==> config.mk <==
export PLATFORM = sky130hd
export DESIGN_NAME = t_flip_flop_bank
export DESIGN_NICKNAME = d
export VERILOG_FILES = /design/src/rtl/t_flip_flop_bank.sv
export SDC_FILE = /design/constraint.sdc
export NUM_CORES = 1
export LEC_CHECK = 0
export BUFFER_PORTS_ARGS = -buffer_cell sky130_fd_sc_hd__buf_2
export CORE_AREA = 3 3 40 42
export DETAILED_ROUTE_END_ITERATION = 8
export DIE_AREA = 0 0 43 45
export GPL_ROUTABILITY_DRIVEN = 0
export PLACE_DENSITY = 0.66
export RECOVER_POWER = 50
export REMOVE_ABC_BUFFERS = 1
export SYNTH_ARGS = -nofsm -noshare
export SYNTH_HDL_FRONTEND = slang
export SYNTH_SLANG_ARGS = --single-unit
export TNS_END_PERCENT = 10
==> constraint.sdc <==
create_clock -name clk -period 1.9 [get_ports clk]
set_clock_uncertainty 0.1 [all_clocks]
set_input_delay 0.095 -clock clk [delete_from_list [all_inputs] [get_ports clk]]
set_output_delay 0.095 -clock clk [all_outputs]
set_load 0.005 [all_outputs]
==> src/rtl/t_flip_flop_bank.sv <==
// rtl/t_flip_flop_bank.sv - bank of T flip-flops with independent/cascade modes; optional TFF_EDGE_DETECT_EN
module t_flip_flop_bank #(
  parameter int               WIDTH     = 4,
  parameter logic [WIDTH-1:0] RESET_VAL = '0
) (
  input  logic             clk,
  input  logic             reset,
  input  logic             en,
  input  logic             load,
  input  logic [WIDTH-1:0] load_val,
  input  logic             cascade,
  input  logic [WIDTH-1:0] t,
  output logic [WIDTH-1:0] q,
  output logic [WIDTH-1:0] q_bar,
  output logic             wrap
);

  logic [WIDTH-1:0] t_eff;
  logic [WIDTH-1:0] tog;
  logic [WIDTH-1:0] q_next;
  logic             wrap_next;
  logic             carry;

`ifdef TFF_EDGE_DETECT_EN
  logic [WIDTH-1:0] t_d;

  // Tracks t on every non-reset cycle so load/hold cycles still age the edge history.
  always_ff @(posedge clk) begin
    if (reset) t_d <= '0;
    else       t_d <= t;
  end

  assign t_eff = t & ~t_d;
`else
  assign t_eff = t;
`endif

  // Ripple the count enable up through the bank: bit i toggles when all lower bits are 1.
  always_comb begin
    tog   = '0;
    carry = t_eff[0];
    for (int i = 0; i < WIDTH; i++) begin
      tog[i] = carry;
      carry  = carry & q[i];
    end
  end

  assign q_next    = cascade ? (q ^ tog) : (q ^ t_eff);
  assign wrap_next = cascade & t_eff[0] & (&q);

  always_ff @(posedge clk) begin
    if (reset) begin
      q     <= RESET_VAL;
      q_bar <= ~RESET_VAL;
      wrap  <= 1'b0;
    end else if (load) begin
      q     <= load_val;
      q_bar <= ~load_val;
      wrap  <= 1'b0;
    end else if (en) begin
      q     <= q_next;
      q_bar <= ~q_next;
      wrap  <= wrap_next;
    end else begin
      wrap  <= 1'b0;
    end
  end

endmodule

==> out/metrics.cfg <==
[layout]
drive_above_1_share_pct = 34.9
regArea_um2 = 180
antenna_cells = 0
fillers = 139
multiInputGateArea_um2 = 289
layout.nets = 98
syn2layout_area_growth_pct = 28.4
finalCoreUtilization_pct = 50.2

[route]
first_pass_iters = 4
drt_wl_total_um = 1140
drc = 0
drt_iter0_drc = 4
ant_nets = 0
wire_per_inst_um = 11.6
vias = 494
via_per_inst = 5.04

[worst_setup_path]
r2r_slack_ns = 0.45
cp.arrival_ns = 1.67
cp-end-kind = flop
critical_path.startpoint_type = input pin
critPathLaunch = t[0]
crit_buf_inv = 2
rr_endpoint = q_bar[1]$_SDFFE_PP1P_
required_ns = 1.95
cp_top_family = buffers and inverters
slowest_stage = dlygate4sd3_1
critical_path_class = in -> reg
worst_r2r_path_depth = 5
cp_max_fo = 3
max_stage_delay_ns = 0.53
cp_cell_sequence = dlygate4sd3_1 > buf_2 > ha_1 > mux2i_1 > xnor2_1 > a21oi_1 > a221o_1
crit-reg2reg-launch = q[0]$_SDFFE_PP0P_

[floorplan]
rows = 13
die_w_um = 43
start_util_pct = 39.1
die_y_um = 45
core_area_um2 = 1280
die_area_um2 = 1940
ioPinCount = 22

[timing]
hold_viol_final = 0
tightestPinTransition_ns = 0.238
setup_tns_ns = 0
setup_viol = 0
slew_headroom_pct = 84.1
fin_ws_ns = 0.278
fin_crit_sh_pct = 85.4
drv_slew = 0
rsz0062_at_grt = false
fin_crit_ns = 1.62
max_freq_ghz = 0.616

[grt]
antenna_found_initial = 0
overflow = 0
grt.total_usage_pct = 13.5
grt_max_degree = 14
grt_pass1_vias = 445
grt_first_pass_wirelength_um = 1970

[clock_network]
cts_tree = done
cts_root_buf = clkbuf_4
post_cts_resized = 0
cts_sinks = 9
clk_latency_ns = 0.26
clockBufferDepth = 2
cts_max_level = 1
postCtsSetupRepairBufs = 0
clk_pin_slew_ns = 0.06
cts_buffers = 3
ctsHoldBuffers = 1

[placed_design]
pre_cts_ws_ns = 0.464
dpl.hpwl_um = 847
portBuffers = 21

[yosys]
yosysWarnings = 0
syn_avg_cell_area_um2 = 8.38
synth_cells = 60
yosysSeqAreaShare_pct = 35.8
yosys_register_bits = 9
syn_area_um2 = 503
ys_types = 28

[power_and_ir_drop]
powerDensity_nw_per_um2 = 699
p_leak_nw = 0.294
vdd_ir_drop_max_mv = 0.332

[hold_path]
min_from = load_val[0]
hold_end = q_bar[0]$_SDFFE_PP1P_
min_delay_path_depth = 4
hp-class = in -> reg

[job]
cap_viol_max_count = 0

[status]
status = complete, no violations

[power breakdown]
| part | leakage, nW | switching (W) | internal [W] |
|---|---|---|---|
| Sequential | 0.0748 | 0.0000117 | 0.000203 |
| Clock | 0.0150 | 0.0000656 | 0.0000809 |
| Combinational | 0.205 | 0.0000431 | 0.0000473 |
[placed cells by master, fill, tap and decap left out, types with 2 or more instances in the layout]
cell and n:
o21ai_2 2, o21ai_0 2, inv_1 5, o21a_1 2
nand2b_1 4, xnor2_1 4, buf_2 19, nand2_1 3
and2b_2 2, clkbuf_1 3, dfxtp_1 9, a21oi_1 5
nor2_1 3, a31oi_1 2, clkbuf_4 3
[registers in the layout (all words and copies together) (netlist names)]
register,flops
q,4
q_bar,4
wrap,1
[worst reg2reg max path: cells and delay by family, from the launching register on]
| kind | cells | cell delay, ns |
|---|---|---|
| AOI/OAI and AO/OA | 2 | 0.40 |
| DFF | 1 | 0.33 |
| adders and majority gates | 1 | 0.21 |
| muxes | 1 | 0.17 |
| xor gates and xnor gates | 1 | 0.13 |
[logic make-up after synthesis]
logic type / count (synthesis) / synth area share [%]
XOR/XNOR: 4 / 6.96
AND/OR/NAND/NOR: 19 / 22.1
adder cells (fa/ha/maj): 1 / 2.49
AO/OA/AOI/OAI: 18 / 23.9
buffers and inverters: 8 / 6.72
multiplexers: 1 / 1.99
flip-flops: 9 / 35.8
[per-stage QoR]
stage          area (µm²)  power [W]  std cells  hold WS [ns]
6_report              646   0.000451         98        0.0315
5_1_grt               646   0.000484         98        0.0390
4_1_cts               648   0.000461         98        0.0221
3_5_place_dp          612   0.000308         93         0.268
3_3_place_gp          612   0.000307         93         0.266
2_1_floorplan         488   0.000265         57        0.0737
[per-layer routing]
metal  track usage (%)  share of wire, %
met2              20.1                45
met5                 0                 0
met1              17.2                44
met3              7.17                10
met4              3.61              0.53
[synth_stat cells]
| cell type | count | area share [%] |
|---|---|---|
| a21boi_0 | 1 | 1.5 |
| a221oi_1 | 1 | 1.7 |
| clkbuf_1 | 2 | 1.5 |
| o31a_1 | 1 | 1.7 |
| o21ai_2 | 2 | 3.5 |
| inv_1 | 5 | 3.7 |
| a31oi_1 | 2 | 2.5 |
| a21oi_1 | 5 | 5.0 |
| nor3_1 | 1 | 0.99 |
| and2b_2 | 2 | 3.5 |
| o21ai_0 | 2 | 2.0 |
| xnor2_1 | 4 | 7.0 |
| mux2i_1 | 1 | 2.0 |
| and3_2 | 1 | 1.5 |
| o21ai_1 | 1 | 0.99 |
| o21a_1 | 2 | 3.0 |
| a221o_1 | 1 | 2.0 |
| nor4_1 | 1 | 1.2 |
| or2_2 | 1 | 1.2 |
| dfxtp_1 | 9 | 36 |
| and4_2 | 1 | 2.0 |
| ha_1 | 1 | 2.5 |
| nand3_1 | 1 | 0.99 |
| nand2b_1 | 4 | 5.0 |
| nand2_1 | 3 | 2.2 |
| nor2b_1 | 1 | 1.2 |
| buf_4 | 1 | 1.5 |
| nor2_1 | 3 | 2.2 |
[worst max path at each step]
stage / to / slack (ns) / depth (start not counted)
after floorplan: q_bar[1]$_SDFFE_PP1P_ / 0.52 / 5
after global placement: q_bar[1]$_SDFFE_PP1P_ / 0.50 / 5
after detailed placement: q_bar[1]$_SDFFE_PP1P_ / 0.46 / 5
after CTS: q_bar[1]$_SDFFE_PP1P_ / 0.28 / 7
after global routing: q_bar[1]$_SDFFE_PP1P_ / 0.20 / 7
final: q_bar[1]$_SDFFE_PP1P_ / 0.28 / 7
[layout make-up]
cell class | count | area share (%)
Sequential cell | 9 | 27.9
Tap cell | 15 | 2.91
Timing Repair Buffer | 22 | 17.4
Inverter | 5 | 2.91
Clock buffer | 4 | 4.07
Multi-Input combinational cell | 43 | 44.8
Note: power is estimated with default switching activity, not from simulation.
